### src/rtl/mem_access_stage_if.sv
// Data-memory request/ack bus between the memory-access stage and the data memory.
// Latency: none (wires only).
// Backpressure: the memory holds off completion by keeping DM_ack low while DM_req is high.
interface mem_access_stage_if;
    logic        DM_req;
    logic        DM_we;
    logic [31:0] DM_addr;
    logic [3:0]  DM_be;
    logic [31:0] DM_wdata;
    logic        DM_ack;
    logic [31:0] DM_rdata;

    // Stage side: issues requests, receives completion and read data.
    modport master (
        output DM_req,
        output DM_we,
        output DM_addr,
        output DM_be,
        output DM_wdata,
        input  DM_ack,
        input  DM_rdata
    );

    // Memory side: accepts requests, returns completion and read data.
    modport slave (
        input  DM_req,
        input  DM_we,
        input  DM_addr,
        input  DM_be,
        input  DM_wdata,
        output DM_ack,
        output DM_rdata
    );
endinterface

### src/rtl/mem_access_stage.sv
// Memory-access stage: EX/M load/store controls -> req/ack data-memory transaction, load formatting, M_WB drive.
// Latency: 1 cycle for non-memory ops; 3 + (BUSY cycles before ack) - 1 for an aligned memory access.
// Backpressure: mem_stall freezes the upstream pipe from the issue cycle until DONE; DM_ack stalls BUSY up to TIMEOUT cycles.
module mem_access_stage #(
    parameter int data_size = 32,
    parameter int TIMEOUT   = 16
) (
    input  logic                 clk,
    input  logic                 rst,
    input  logic                 M_MemRead,
    input  logic                 M_MemWrite,
    input  logic                 M_MemtoReg,
    input  logic                 M_RegWrite,
    input  logic [1:0]           M_Size,
    input  logic                 M_Unsigned,
    input  logic [data_size-1:0] M_ALU_out,
    input  logic [data_size-1:0] M_Rt_data,
    input  logic [4:0]           M_WR,
    mem_access_stage_if.master   dm,
    output logic                 M_WBWrite,
    output logic                 M_WB_MemtoReg,
    output logic                 M_WB_RegWrite,
    output logic [data_size-1:0] M_DM_Read_Data,
    output logic [data_size-1:0] M_WD_out,
    output logic [4:0]           M_WR_out,
    output logic                 mem_stall,
    output logic                 mem_fault,
    output logic [1:0]           fault_cause
);

    // Counter only needs to reach TIMEOUT-1; TIMEOUT >= 2 keeps the width at least one bit.
    localparam int                CNT_W    = $clog2(TIMEOUT);
    localparam logic [CNT_W-1:0]  CNT_LAST = CNT_W'(TIMEOUT - 1);

    localparam logic [1:0] SZ_HALF = 2'b01;
    localparam logic [1:0] SZ_BYTE = 2'b10;

    localparam logic [1:0] CAUSE_NONE    = 2'b00;
    localparam logic [1:0] CAUSE_MISALGN = 2'b01;
    localparam logic [1:0] CAUSE_TIMEOUT = 2'b10;

    typedef enum logic [1:0] {
        IDLE = 2'b00,
        BUSY = 2'b01,
        DONE = 2'b10
    } state_t;

    state_t            state;
    logic [CNT_W-1:0]  cnt;
    logic              err;

    // Access shape captured at issue so load formatting does not depend on EX/M staying frozen.
    logic [1:0]        size_q;
    logic [1:0]        lane_q;
    logic              uns_q;

    logic              mem_op;
    logic              mis_addr;
    logic              misaligned;
    logic              issue;
    logic [3:0]        be_next;
    logic [31:0]       wdata_next;
    logic [31:0]       load_fmt;
    logic [7:0]        rd_byte;
    logic [15:0]       rd_half;

    // Request decode: alignment check, byte enables and lane-replicated store data.
    always_comb begin
        mem_op     = M_MemRead | M_MemWrite;
        mis_addr   = 1'b0;
        be_next    = 4'b1111;
        wdata_next = M_Rt_data;
        case (M_Size)
            SZ_HALF: begin
                mis_addr   = M_ALU_out[0];
                be_next    = M_ALU_out[1] ? 4'b1100 : 4'b0011;
                wdata_next = {2{M_Rt_data[15:0]}};
            end
            SZ_BYTE: begin
                mis_addr   = 1'b0;
                be_next    = 4'b0001 << M_ALU_out[1:0];
                wdata_next = {4{M_Rt_data[7:0]}};
            end
            default: begin
                // 00 and the unused 11 encoding are both full-word accesses.
                mis_addr   = |M_ALU_out[1:0];
                be_next    = 4'b1111;
                wdata_next = M_Rt_data;
            end
        endcase
        misaligned = mem_op & mis_addr;
        issue      = mem_op & ~mis_addr;
    end

    // Load formatter: pick the addressed lane(s) and sign- or zero-extend.
    always_comb begin
        case (lane_q)
            2'd0:    rd_byte = dm.DM_rdata[7:0];
            2'd1:    rd_byte = dm.DM_rdata[15:8];
            2'd2:    rd_byte = dm.DM_rdata[23:16];
            default: rd_byte = dm.DM_rdata[31:24];
        endcase
        rd_half = lane_q[1] ? dm.DM_rdata[31:16] : dm.DM_rdata[15:0];
        case (size_q)
            SZ_BYTE: load_fmt = {{24{~uns_q & rd_byte[7]}}, rd_byte};
            SZ_HALF: load_fmt = {{16{~uns_q & rd_half[15]}}, rd_half};
            default: load_fmt = dm.DM_rdata;
        endcase
    end

    // Transaction FSM with registered memory-bus outputs and load result.
    always_ff @(posedge clk or negedge rst) begin
        if (!rst) begin
            state          <= IDLE;
            cnt            <= '0;
            err            <= 1'b0;
            size_q         <= 2'b00;
            lane_q         <= 2'b00;
            uns_q          <= 1'b0;
            dm.DM_req      <= 1'b0;
            dm.DM_we       <= 1'b0;
            dm.DM_addr     <= '0;
            dm.DM_be       <= '0;
            dm.DM_wdata    <= '0;
            M_DM_Read_Data <= '0;
        end else begin
            case (state)
                IDLE: begin
                    if (issue) begin
                        // A set MemWrite wins when both read and write are requested.
                        dm.DM_req   <= 1'b1;
                        dm.DM_we    <= M_MemWrite;
                        dm.DM_addr  <= {M_ALU_out[31:2], 2'b00};
                        dm.DM_be    <= be_next;
                        dm.DM_wdata <= wdata_next;
                        size_q      <= M_Size;
                        lane_q      <= M_ALU_out[1:0];
                        uns_q       <= M_Unsigned;
                        cnt         <= '0;
                        state       <= BUSY;
                    end
                end
                BUSY: begin
                    cnt <= cnt + 1'b1;
                    // Ack is checked first so a completion on the last allowed cycle is not a fault.
                    if (dm.DM_ack) begin
                        dm.DM_req <= 1'b0;
                        if (!dm.DM_we) begin
                            M_DM_Read_Data <= load_fmt;
                        end
                        state <= DONE;
                    end else if (cnt == CNT_LAST) begin
                        dm.DM_req <= 1'b0;
                        err       <= 1'b1;
                        state     <= DONE;
                    end
                end
                DONE: begin
                    err   <= 1'b0;
                    state <= IDLE;
                end
                default: begin
                    dm.DM_req <= 1'b0;
                    err       <= 1'b0;
                    state     <= IDLE;
                end
            endcase
        end
    end

    // Pipeline control: stall while a transaction is pending, report faults in the advance cycle.
    always_comb begin
        mem_stall   = 1'b0;
        M_WBWrite   = 1'b1;
        mem_fault   = 1'b0;
        fault_cause = CAUSE_NONE;
        case (state)
            IDLE: begin
                if (issue) begin
                    mem_stall = 1'b1;
                    M_WBWrite = 1'b0;
                end else if (misaligned) begin
                    mem_fault   = 1'b1;
                    fault_cause = CAUSE_MISALGN;
                end
            end
            BUSY: begin
                mem_stall = 1'b1;
                M_WBWrite = 1'b0;
            end
            DONE: begin
                if (err) begin
                    mem_fault   = 1'b1;
                    fault_cause = CAUSE_TIMEOUT;
                end
            end
            default: begin
                mem_stall = 1'b0;
                M_WBWrite = 1'b1;
            end
        endcase
    end

    // A faulting instruction still advances but must not write the register file.
    assign M_WB_RegWrite = M_RegWrite & ~mem_fault;
    assign M_WB_MemtoReg = M_MemtoReg;
    assign M_WD_out      = M_ALU_out;
    assign M_WR_out      = M_WR;

endmodule

### src/flat_wrapper.sv
// flat-port wrapper written by rule: the top's interface ports become plain ports
module mem_access_stage_flat 
#(
    parameter int data_size = 32,
    parameter int TIMEOUT   = 16
)
  (clk, rst, M_MemRead, M_MemWrite, M_MemtoReg, M_RegWrite, M_Size, M_Unsigned, M_ALU_out, M_Rt_data, M_WR, M_WBWrite, M_WB_MemtoReg, M_WB_RegWrite, M_DM_Read_Data, M_WD_out, M_WR_out, mem_stall, mem_fault, fault_cause, dm_DM_req, dm_DM_we, dm_DM_addr, dm_DM_be, dm_DM_wdata, dm_DM_ack, dm_DM_rdata);
  mem_access_stage_if dm_i ();
  input  logic clk;
  input  logic rst;
  input  logic M_MemRead;
  input  logic M_MemWrite;
  input  logic M_MemtoReg;
  input  logic M_RegWrite;
  input  logic [1:0] M_Size;
  input  logic M_Unsigned;
  input  logic [data_size-1:0] M_ALU_out;
  input  logic [data_size-1:0] M_Rt_data;
  input  logic [4:0] M_WR;
  output logic M_WBWrite;
  output logic M_WB_MemtoReg;
  output logic M_WB_RegWrite;
  output logic [data_size-1:0] M_DM_Read_Data;
  output logic [data_size-1:0] M_WD_out;
  output logic [4:0] M_WR_out;
  output logic mem_stall;
  output logic mem_fault;
  output logic [1:0] fault_cause;
  output wire logic [$bits(dm_i.DM_req)-1:0] dm_DM_req;
  output wire logic [$bits(dm_i.DM_we)-1:0] dm_DM_we;
  output wire logic [$bits(dm_i.DM_addr)-1:0] dm_DM_addr;
  output wire logic [$bits(dm_i.DM_be)-1:0] dm_DM_be;
  output wire logic [$bits(dm_i.DM_wdata)-1:0] dm_DM_wdata;
  input wire logic [$bits(dm_i.DM_ack)-1:0] dm_DM_ack;
  input wire logic [$bits(dm_i.DM_rdata)-1:0] dm_DM_rdata;
  assign dm_DM_req = dm_i.DM_req;
  assign dm_DM_we = dm_i.DM_we;
  assign dm_DM_addr = dm_i.DM_addr;
  assign dm_DM_be = dm_i.DM_be;
  assign dm_DM_wdata = dm_i.DM_wdata;
  assign dm_i.DM_ack = dm_DM_ack;
  assign dm_i.DM_rdata = dm_DM_rdata;
  mem_access_stage #(.data_size(data_size), .TIMEOUT(TIMEOUT)) u_core (.clk(clk), .rst(rst), .M_MemRead(M_MemRead), .M_MemWrite(M_MemWrite), .M_MemtoReg(M_MemtoReg), .M_RegWrite(M_RegWrite), .M_Size(M_Size), .M_Unsigned(M_Unsigned), .M_ALU_out(M_ALU_out), .M_Rt_data(M_Rt_data), .M_WR(M_WR), .dm(dm_i), .M_WBWrite(M_WBWrite), .M_WB_MemtoReg(M_WB_MemtoReg), .M_WB_RegWrite(M_WB_RegWrite), .M_DM_Read_Data(M_DM_Read_Data), .M_WD_out(M_WD_out), .M_WR_out(M_WR_out), .mem_stall(mem_stall), .mem_fault(mem_fault), .fault_cause(fault_cause));
endmodule
### config.mk
export PLATFORM = sky130hd
export DESIGN_NAME = mem_access_stage_flat
export DESIGN_NICKNAME = d
export VERILOG_FILES = /design/src/rtl/mem_access_stage_if.sv /design/src/rtl/mem_access_stage.sv /design/src/flat_wrapper.sv
export SDC_FILE = /design/constraint.sdc
export NUM_CORES = 1
export LEC_CHECK = 0
export BUFFER_PORTS_ARGS = -buffer_cell sky130_fd_sc_hd__buf_2
export CORE_MARGIN = 10
export CORE_UTILIZATION = 40
export DETAILED_ROUTE_END_ITERATION = 12
export GPL_TIMING_DRIVEN = 0
export HOLD_SLACK_MARGIN = 0.03
export PLACE_DENSITY = 0.69
export SLEW_MARGIN = 20
export SYNTH_ARGS = -nofsm -noshare
export SYNTH_HDL_FRONTEND = slang
export SYNTH_SLANG_ARGS = --single-unit
### constraint.sdc
create_clock -name clk -period 1.9 [get_ports clk]
set_clock_uncertainty 0.2 [all_clocks]
set_input_delay 0.285 -clock clk [delete_from_list [all_inputs] [get_ports clk]]
set_output_delay 0.285 -clock clk [all_outputs]
set_load 0.05 [all_outputs]
### Yosys cells after proc, flatten, opt, wreduce, memory -nomap -nowiden

Index checks and enable logic that the tools add are counted.
W data, S select, Z words.

* word-level logic and storage cells: 81
* flip-flop bits (word level): 112

* eq/ne operators: 13
* reductions and logical operators: 10
* bitwise operators: 12
* add/subtract/negate cells: 1
* shift-type cells: 1
* mux-type cells: 32

Operators by type and width (count)
* $pmux W32 S2: 2
* $pmux W8 S3: 1
* $mux W16: 1
* $pmux W4 S2: 2
* $mux W1: 11
* $mux W2: 5
* $pmux W1 S2: 5
* $reduce_and A3 Y1: 3
* $eq A2 B1 Y1 const B: 4
* $eq A2 B2 Y1 const B: 4
* $mux W4: 2
* $pmux W2 S2: 2
* $not A1 Y1: 6
* $reduce_and A2 Y1: 3
* $and A1 B1 Y1: 5
* $add A4 B1 Y4 const B: 1
* $eq A4 B4 Y1 const B: 1
* $logic_not A2 Y1: 2
* $ne A2 B1 Y1 const B: 2
* $shl A1 B2 Y4 const A: 1
* $ne A3 B2 Y1 const B: 1
* $pmux W1 S3: 1
* $ne A2 B2 Y1 const B: 1
* $reduce_bool A2 Y1: 1
* other kinds (2): 2

### Logic depth before layout (Yosys ltp)

Gate-level depths: netlist (run 1).

* word-level depth: 8
* depth in mapped cells: 9
* depth with buffers taken out: 5

### Worst setup path after synthesis (run 1)

OpenSTA, ideal clock, no wires.

* path type: input to output
* start point: input M_Size[0]
* end point: output M_WB_RegWrite
* data arrival time: 4.458 ns
* setup slack: -3.043 ns
* cell stages on the path: 6
* required time: 1.415 ns
* cells stage by stage: inv_1 > ha_1 > buf_2 > o21ai_1 > a2111oi_0 > nor3b_1

* cells in the longest elaborated chain, start to end: 8
* elaborated cells between the ends (all ways): 11
* classes of those cells: eq/ne: 2; mux: 4; bitwise: 5

Ends and longest elaborated chain
* start: declaration: line flat_wrapper.sv:15 `input logic [1:0] M_Size;`
* $eq A2 B2 Y1 / $eq A2 B1 Y1 (equally long branches): line mem_access_stage.sv:73 `case (M_Size)`
* $pmux W1 S2 *: line mem_access_stage.sv:73
* $and A1 B1 Y1 / $not A1 Y1 (equally long branches): line mem_access_stage.sv:91, mem_access_stage.sv:92
* $mux W1 / $and A1 B1 Y1 (equally long branches): line mem_access_stage.sv:182, mem_access_stage.sv:92
* $mux W1 *: line mem_access_stage.sv:179 `if (issue) begin`
* $pmux W1 S2 *: line mem_access_stage.sv:177 `case (state)`
* $not A1 Y1 *: line mem_access_stage.sv:205 `assign M_WB_RegWrite = M_RegWrite & ~mem_fault;`
* $and A1 B1 Y1 *: line mem_access_stage.sv:205
* end: declaration: line flat_wrapper.sv:22 `output logic M_WB_RegWrite;`

Every way passes the cells marked *; elsewhere a longest branch is shown, timed or not.

### Final worst setup path (run 1)

* start point: register u_core.state[0]
* end point: output mem_fault

* cells in the longest elaborated chain, start to end: 2
* elaborated cells between the ends (all ways): 3
* classes of those cells: eq/ne: 1; mux: 1; reduce/logical: 1

Ends and longest elaborated chain
* start: declaration: line mem_access_stage.sv:48 `state_t state;`
* start signal: assignment: line mem_access_stage.sv:114 `state <= IDLE;`
* start signal: assignment: line mem_access_stage.sv:140 `state <= BUSY;`
* start signal: assignment: line mem_access_stage.sv:151 `state <= DONE;`
* $eq A2 B2 Y1 / $logic_not A2 Y1 (equally long branches): line mem_access_stage.sv:177
* $pmux W1 S2 *: line mem_access_stage.sv:177
* end: declaration: line flat_wrapper.sv:27 `output logic mem_fault;`

Marked as above.

==> flow_summary.yaml, run 1 <==
synthesis:
  yosysWarnings: 0
  ys_types: 47
  synth_area_leaders: "dfrtp_1, mux2_2, buf_4"
  synthTopCellsByCount: "dfrtp_1, mux2_2, buf_4"
  syn-instance-count: 514
  async_flop_share: 1.00
  synth_edf_count: 0
  netlist.area_leader.share: 0.489
  synth_area_sq_um: 5730
  syn_avg_cell_area_sq_um: 11.1
  seq_area_frac_synth: 0.489
  yosys.area.top_type: "dfrtp_1"
  yosysMostFrequentCell: "dfrtp_1"
  ys.flop_type: "dfrtp_1"
  ys_seq_elements: 112
routing:
  antenna_left: 0
  drt_wl_total_mm: 20.9
  route.vias.total: 5397
  drt_first_pass_iters: 4
  viasPerCell: 5.20
  first_iter_violations: 249
  drc: 0
  wl_per_cell_microns: 20.2
setup_path:
  worst-path-buf-inv: 2
  rr_endpoint: "u_core.dm.DM_be[1]"
  startpoint: "u_core.state[0]"
  path_delay_family: "flip-flops"
  critPathMaxFanout: 5
  rr_worst_depth: 7
  startpoint_type: "flip-flop"
  r2r-start: "u_core.state[0]"
  crit_arrival_ps: 1620
  path_class: "flip-flop to output port"
  reg2reg_slack_ps: -70
  required_ps: 1410
  crit_slowest_cell: "dfrtp_2"
  path_depth: 4
  cp-end-kind: "output port"
  cp_cell_sequence: "buf_6, a2111oi_4, or2_4, buf_8"
  crit_end: "mem_fault"
  slowest_delay_ps: 460
min_path:
  min_path_type: "input port to flip-flop"
timing:
  rsz0062_at_grt: "yes"
  fin_crit_sh: 1.11
  hold_ws_ps: 49.7
  max_freq_mhz: 475
  postLayoutSetupSlackWorst_ps: -204
  slew_viol_final: 0
  worstMarginPinSlew_ps: 548
  min_period_ps: 2100
  final-hold-violation-count: 0
  max_slew_margin: 0.635
  finalSetupViolCount: 43
floorplan:
  dieArea_sq_um: 19500
  start_util: 0.411
  ios: 257
  fp.dieW_microns: 140
  coreArea_sq_um: 13900
  die_h_microns: 140
  std_cell_rows: 43
finish:
  design_area_sq_um: 9110
  nets: 969
  area_growth_pct: 59.0
  layout-drive-gt1-share: 0.585
  fin_util: 0.654
  fill_cells: 1073
  multi_input_area_sq_um: 2800
  seq_area_sq_um: 2810
run_status:
  status: "complete, but fails checks"
  violations: "setup timing"
clocking:
  cts.sinks: 112
  root_buffer: "clkbuf_16"
  cts_inserted_buffers: 9
  insertion_delay_ps: 350
  cts_tree: "done"
  cts-htree-levels: 3
  cts.clk_slew.worst_paths_ps: 70
  clockBufferDepth: 2
power:
  p_per_area_nw_per_um2: 1980
  pwr-share-clk: 0.105
  p_int_uw: 9140
  comb_power_share: 0.657
  swShare: 0.493
  power_switching_uw: 8870
  ir_worst_vdd_mv: 1.19
  power.share.sequential: 0.239
  total_leakage_power_uw: 0.00449
placement:
  portBuffers: 248
  finalWeightedCongestion: 0.946
  dp_hpwl_mm: 14.9
  place_area_sq_um: 7360
grt:
  grt_use_total: 0.196
  antenna_found_initial: 1
  grt_pass1_wl_mm: 31.3
  grt_max_degree: 59
  first_global_vias: 5715
  grt_overflow: 0
run:
  cap_violations: 0
power by group through the flow:
stage / clock, uW / combinational [uW] / sequential, uW
detailed placement: 0 / 9590 / 4260
CTS: 1930 / 10500 / 4230
floorplan: 0 / 3570 / 7870
global placement: 0 / 9460 / 4190
global route: 2010 / 12400 / 4430
finish: 1880 / 11800 / 4300
registers in the layout (all words and copies together), names as in the netlist, 2 cells and up:
| register | cells |
|---|---|
| u_core.cnt | 4 |
| u_core.size_q | 2 |
| u_core.M_DM_Read_Data | 32 |
| u_core.state | 2 |
| u_core.dm.DM_wdata | 32 |
| u_core.dm.DM_addr | 30 |
| u_core.lane_q | 2 |
| u_core.dm.DM_be | 4 |
area by class of cell:
class | instances | share of cell area
sequential | 112 | 0.308
buffer | 71 | 0.0696
tap | 180 | 0.0247
inverter | 26 | 0.0125
clock buffer | 11 | 0.0255
multi-input combinational | 301 | 0.308
antenna | 1 | 0.000275
timing repair buffer | 332 | 0.246
clock inverter | 4 | 0.00604
repair_timing:
item,in CTS,in global routing
hold buffers,41,0
resized for setup,62,99
setup endpoints to repair,104,89
gates cloned,0,5
pin swaps,12,8
setup buffers,22,17
endpoints found under the hold margin,97,0
layer usage:
metal / GRT usage / up-vias / share of wire
li1: - / 2457 / -
met1: 0.226 / 2661 / 0.40
met2: 0.326 / 241 / 0.49
met3: 0.0721 / 38 / 0.094
met4: 0.0696 / 0 / 0.023
met5: 0 / - / 0
logic make-up (layout without fill, tap and decap cells):
family / after synthesis / in the layout / synth area share
flip-flops: 112 / 112 / 0.489
AND/OR/NAND/NOR: 112 / 112 / 0.102
buffers and inverters: 102 / 444 / 0.101
multiplexers: 96 / 96 / 0.187
AO/OA/AOI/OAI: 85 / 85 / 0.108
adder cells (fa/ha/maj): 5 / 5 / 0.0109
other: 1 / 3 / 0.000654
XOR/XNOR: 1 / 1 / 0.00153
worst min-delay path by stage:
stage	cells after the start	start	to	slack [ps]
2_1_floorplan	0	rst	u_core.M_DM_Read_Data[0]	-210
3_3_place_gp	1	u_core.dm.DM_req	u_core.dm.DM_req	260
3_5_place_dp	1	rst	u_core.M_DM_Read_Data[9]	90
4_1_cts	3	dm_DM_rdata[12]	u_core.M_DM_Read_Data[12]	30
5_1_grt	2	M_Rt_data[0]	u_core.dm.DM_wdata[0]	50
6_report	3	M_Size[1]	u_core.size_q[1]	50
placed cells by master (no fill, tap or decap), drive strengths merged, types with 2 or more instances in the layout:
master         n
nand4          3
dlygate4sd3   41
a211oi         7
buf          348
clkinvlp       2
ha             5
conb           2
nor2b          2
nand3         17
mux2i         18
a41oi          2
inv           26
o21ai          7
nand2         15
a31oi          3
mux2          77
o22ai          2
or3b           7
clkbuf        25
and2          18
nor3           8
nor2          30
or2            4
dfrtp        112
o221ai         7
nand2b         3
a221oi        17
a21oi         25
a22o           8
worst register-to-register path, delay by kind of cell, from the launching register on:
kind	cells	cell delay, ps
buffers and inverters	4	570
multiplexers	1	300
flip-flops	1	460
AND/OR/NAND/NOR	2	320
stage by stage:
stage	setup TNS, ps	total power, uW	instances	worst slack, ps
2_1_floorplan	-1150	11400	515	-433
3_3_place_gp	-141960	13700	943	-1180
3_5_place_dp	-34290	13900	944	-454
4_1_cts	-932	16700	1018	-164
5_1_grt	-5300	18900	1038	-237
6_report	-1770	18000	1038	-204
Power figures use the tool's default switching activity.
==> run 2: changes to the inputs <==
--- a/config.mk
+++ b/config.mk
@@ -5,7 +5,7 @@
 export SDC_FILE = /design/constraint.sdc
 export NUM_CORES = 1
 export LEC_CHECK = 0
-export BUFFER_PORTS_ARGS = -buffer_cell sky130_fd_sc_hd__buf_2
+export BUFFER_PORTS_ARGS = -buffer_cell sky130_fd_sc_hd__buf_4
 export CORE_MARGIN = 10
 export CORE_UTILIZATION = 40
 export DETAILED_ROUTE_END_ITERATION = 12
==> flow_summary.yaml, run 2 (same netlist as run 1, synthesis figures left out) <==
run_status:
  status: "complete, but fails checks"
  violations: "setup timing"
min_path:
  min_path_type: "input port to flip-flop"
  hp-start: "M_Size[1]"
grt:
  first_global_vias: 5808
  antenna_found_initial: 1
  grt_overflow: 0
  grt_max_degree: 66
  grt_use_total: 0.203
  grt_pass1_wl_mm: 32.3
clocking:
  cts-htree-levels: 3
  cts.clk_slew.worst_paths_ps: 80
  clockBufferDepth: 2
  cts_inserted_buffers: 9
  insertion_delay_ps: 360
  cts.sinks: 112
  root_buffer: "clkbuf_16"
  cts_tree: "done"
placement:
  dp_hpwl_mm: 15.3
  finalWeightedCongestion: 0.928
  place_area_sq_um: 7980
  portBuffers: 248
setup_path:
  path_delay_family: "flip-flops"
  r2r-start: "u_core.state[0]"
  slowest_delay_ps: 460
  cp_cell_sequence: "nor2_4, nand4_1, buf_6, and2_4, buf_8"
  startpoint_type: "flip-flop"
  crit_slowest_cell: "dfrtp_2"
  startpoint: "u_core.state[0]"
  worst-path-buf-inv: 2
  cp-end-kind: "output port"
  path_class: "flip-flop to output port"
  required_ps: 1410
  crit_arrival_ps: 1590
  critPathMaxFanout: 5
timing:
  slew_viol_final: 0
  setup_tns_ps: -3040
  rsz0062_at_grt: "yes"
  finalSetupViolCount: 56
  worstMarginPinSlew_ps: 513
  max_slew_margin: 0.658
  final-hold-violation-count: 0
  postLayoutSetupSlackWorst_ps: -175
  max_freq_mhz: 482
  hold_ws_ps: 44.0
  fin_crit_sh: 1.09
  min_period_ps: 2070
routing:
  drt_wl_total_mm: 20.8
  drc: 0
  route.vias.total: 5280
  first_iter_violations: 349
  wl_per_cell_microns: 20.2
  viasPerCell: 5.14
  drt_first_pass_iters: 4
  antenna_left: 0
power:
  ir_worst_vdd_mv: 1.09
  p_per_area_nw_per_um2: 1920
  total_leakage_power_uw: 0.00450
floorplan:
  std_cell_rows: 43
  start_util: 0.411
  coreArea_sq_um: 13900
  ios: 257
  dieArea_sq_um: 19500
  fp.dieW_microns: 140
  die_h_microns: 140
finish:
  area_growth_pct: 64.6
  largestRegisters: "u_core.M_DM_Read_Data (32), u_core.dm.DM_wdata (32), u_core.dm.DM_addr (30)"
  layout-drive-gt1-share: 0.585
  layout_commonest_cell: "buf_4"
  design_area_sq_um: 9430
  final_cell_mix: "buf_4, dfrtp_1, mux2_2, dlygate4sd3_1, nor2_1"
  nets: 957
  fill_cells: 1046
run:
  cap_violations: 0
run 2: worst paths after layout:
kind / end / slack, ps / cells after the start
worst max-delay path: M_WBWrite / -170 / 5
worst min-delay path: u_core.size_q[1] / 40 / 3
worst max register to register: u_core.dm.DM_addr[29] / -70 / 7
worst min register to register: u_core.dm.DM_addr[12] / 310 / 1
max in group asynchronous: u_core.state[1] / 560 / 3
min in group asynchronous: u_core.M_DM_Read_Data[4] / 230 / 2
run 2: cell type report:
class                      instances  area [sq um]  area share
sequential                       112          2810       0.298
multi-input combinational        301          2760       0.292
timing repair buffer             320          2630       0.279
buffer                            71           619      0.0657
clock buffer                      10           229      0.0243
tap                              180           225      0.0239
inverter                          26           114      0.0121
clock inverter                     6          48.8     0.00517
antenna                            1          2.50    0.000265
run 2: tightest hold or removal path, delay by kind of cell:
kind	cells	cell delay (ps)
mux	1	70
buf+inv	2	210
run 2: report_power, final:
| part | internal [uW] | switching [uW] |
|---|---|---|
| Combinational | 4800 | 7200 |
| Sequential | 3560 | 753 |
| Clock | 912 | 938 |
run 2: repair_timing:
| action | 4_1_cts | 5_1_grt |
|---|---|---|
| buffers inserted | 24 | 7 |
| setup endpoints to repair | 104 | 102 |
| pin swaps | 18 | 15 |
| cloned | 0 | 0 |
| hold endpoints to repair | 89 | 0 |
| hold buffers | 43 | 0 |
| gates resized for setup | 74 | 61 |
run 2: routing by layer:
layer,wire [microns],vias to the layer above,GRT usage
li1,-,2446,-
met2,10100,224,0.340
met4,351,0,0.0598
met3,2030,24,0.0759
met1,8290,2586,0.236
met5,0,-,0
run 2: metrics by stage:
stage / utilization / total power (uW) / setup slack, ps / cells
detailed placement: 0.573 / 14600 / -416 / 944
global placement: 0.571 / 14500 / -424 / 943
CTS: 0.654 / 17600 / -146 / 1022
floorplan: - / 11400 / -433 / 515
finish: 0.677 / 18200 / -175 / 1027
global route: 0.677 / 19000 / -241 / 1027
==> run 3: changes to the inputs <==
--- a/config.mk
+++ b/config.mk
@@ -6,6 +6,7 @@
 export NUM_CORES = 1
 export LEC_CHECK = 0
 export BUFFER_PORTS_ARGS = -buffer_cell sky130_fd_sc_hd__buf_4
+export CORE_ASPECT_RATIO = 0.7
 export CORE_MARGIN = 10
 export CORE_UTILIZATION = 40
 export DETAILED_ROUTE_END_ITERATION = 12
==> constraint.sdc (replaced) <==
create_clock -name clk -period 1.9 [get_ports clk]
set_clock_uncertainty 0.2 [all_clocks]
set_input_delay 0.285 -clock clk [delete_from_list [all_inputs] [get_ports clk]]
set_output_delay 0.285 -clock clk [all_outputs]
set_load 0.02 [all_outputs]
==> flow_summary.yaml, run 3 (same netlist as run 1, synthesis figures left out) <==
routing:
  viasPerCell: 5.18
  first_iter_violations: 307
  drt_first_pass_iters: 6
  drc: 0
  antenna_left: 0
  wl_per_cell_microns: 20.4
  drt_wl_total_mm: 21.4
  route.vias.total: 5417
setup_path:
  cp-end-kind: "output port"
  rr_endpoint: "u_core.M_DM_Read_Data[27]"
  startpoint_type: "flip-flop"
  required_ps: 1410
  rr_worst_depth: 7
  path_class: "flip-flop to output port"
  r2r-start: "u_core.state[1]"
  reg2reg_slack_ps: -60
  critPathMaxFanout: 4
  crit_arrival_ps: 1590
timing:
  worstMarginPinSlew_ps: 590
  slew_viol_final: 0
  postLayoutSetupSlackWorst_ps: -174
  final-hold-violation-count: 0
  max_slew_margin: 0.606
  fin_crit_sh: 1.09
  finalSetupViolCount: 45
  rsz0062_at_grt: "yes"
  min_period_ps: 2070
  max_freq_mhz: 482
power:
  ir_worst_vdd_mv: 0.906
  p_per_area_nw_per_um2: 1630
  total_leakage_power_uw: 0.00459
grt:
  grt_use_total: 0.199
  grt_overflow: 0
  antenna_found_initial: 1
  first_global_vias: 5651
  grt_max_degree: 76
  grt_pass1_wl_mm: 31.4
floorplan:
  die_h_microns: 120
  std_cell_rows: 36
  coreArea_sq_um: 14000
  dieArea_sq_um: 19600
  fp.dieW_microns: 163
  start_util: 0.410
  ios: 257
finish:
  nets: 968
  layout-drive-gt1-share: 0.605
  fill_cells: 1032
  largestRegisters: "u_core.M_DM_Read_Data (32), u_core.dm.DM_wdata (32), u_core.dm.DM_addr (30)"
  final_cell_mix: "buf_4, dfrtp_1, mux2_2, dlygate4sd3_1, a21oi_1"
  layout_commonest_cell: "buf_4"
  fin_util: 0.691
  fin_cells: 1046
  area_growth_pct: 68.3
min_path:
  min_path_type: "input port to flip-flop"
  min_to: "u_core.M_DM_Read_Data[8]"
  hp-start: "dm_DM_rdata[8]"
  holdPathStages: 3
placement:
  portBuffers: 248
  dp_cells: 954
  finalWeightedCongestion: 0.889
  dp_hpwl_mm: 15.4
clocking:
  clockBufferDepth: 2
  cts.clk_slew.worst_paths_ps: 80
  cts_inserted_buffers: 9
  cts_tree: "done"
  cts-htree-levels: 3
  root_buffer: "clkbuf_16"
  cts.sinks: 112
  insertion_delay_ps: 350
run_status:
  status: "complete, but fails checks"
  violations: "setup timing"
run:
  cap_violations: 0
-- run 3: what timing repair did --
item / 4_1_cts / 5_1_grt
buffers inserted: 13 / 19
hold buffers: 42 / 0
gates resized for setup: 49 / 103
pin swaps: 8 / 20
endpoints found under the setup margin: 105 / 79
gates cloned: 1 / 6
hold endpoints to repair: 78 / 0
-- run 3: worst max-delay path by stage --
| stage | startpoint | endpoint | slack [ps] |
|---|---|---|---|
| after global routing | u_core.state[0] | mem_fault | -250 |
| after CTS | u_core.state[0] | mem_fault | -180 |
| after detailed placement | M_Size[0] | u_core.dm.DM_wdata[21] | -420 |
| after floorplan | M_Size[1] | u_core.dm.DM_addr[23] | -30 |
| final | u_core.state[0] | mem_fault | -170 |
| after global placement | M_Size[0] | u_core.dm.DM_wdata[22] | -400 |
-- run 3: metrics by stage --
| step | worst slack [ps] | total power (uW) | setup TNS (ps) | instance area [sq um] | hold WS, ps |
|---|---|---|---|---|---|
| 4_1_cts | -176 | 14400 | -621 | 8950 | 43.0 |
| 5_1_grt | -248 | 16500 | -5420 | 9640 | 61.3 |
| 2_1_floorplan | -34.3 | 8830 | -401 | 5860 | -211 |
| 3_5_place_dp | -424 | 12000 | -33150 | 7990 | 19.0 |
| 6_report | -174 | 15700 | -1570 | 9640 | 60.3 |
| 3_3_place_gp | -403 | 11800 | -28730 | 7960 | 272 |
-- run 3: critical path, stage by stage, from the launching register on --
cell and delay [ps]:
dfrtp_2 450, buf_6 130, a2111oi_4 370, or2_4 190
buf_6 110
-- run 3: metal layers --
metal,global-route usage,share of wire,vias up
met3,0.0768,0.10,35
met5,0,0.00070,-
li1,-,-,2460
met2,0.327,0.48,273
met4,0.0461,0.017,2
met1,0.242,0.40,2647
-- run 3: area by class of cell --
type                    count  area (sq um)  share of cell area
inverters                  26           114              0.0118
clock buffers               9           225              0.0234
clock inverters             5          36.3             0.00376
multi-input cells         301          2790               0.289
well taps                 190           238              0.0247
flip-flops and latches    112          2810               0.291
diodes                      1          2.50            0.000260
plain buffers              72           656              0.0680
repair buffers            330          2780               0.288
-- run 3: power breakdown --
| part | total (uW) | switching (uW) | leakage [uW] | internal, uW |
|---|---|---|---|---|
| combinational | 9580 | 4680 | 0.00313 | 4900 |
| sequential | 4350 | 789 | 0.00134 | 3560 |
| clock | 1750 | 871 | 0.000119 | 876 |
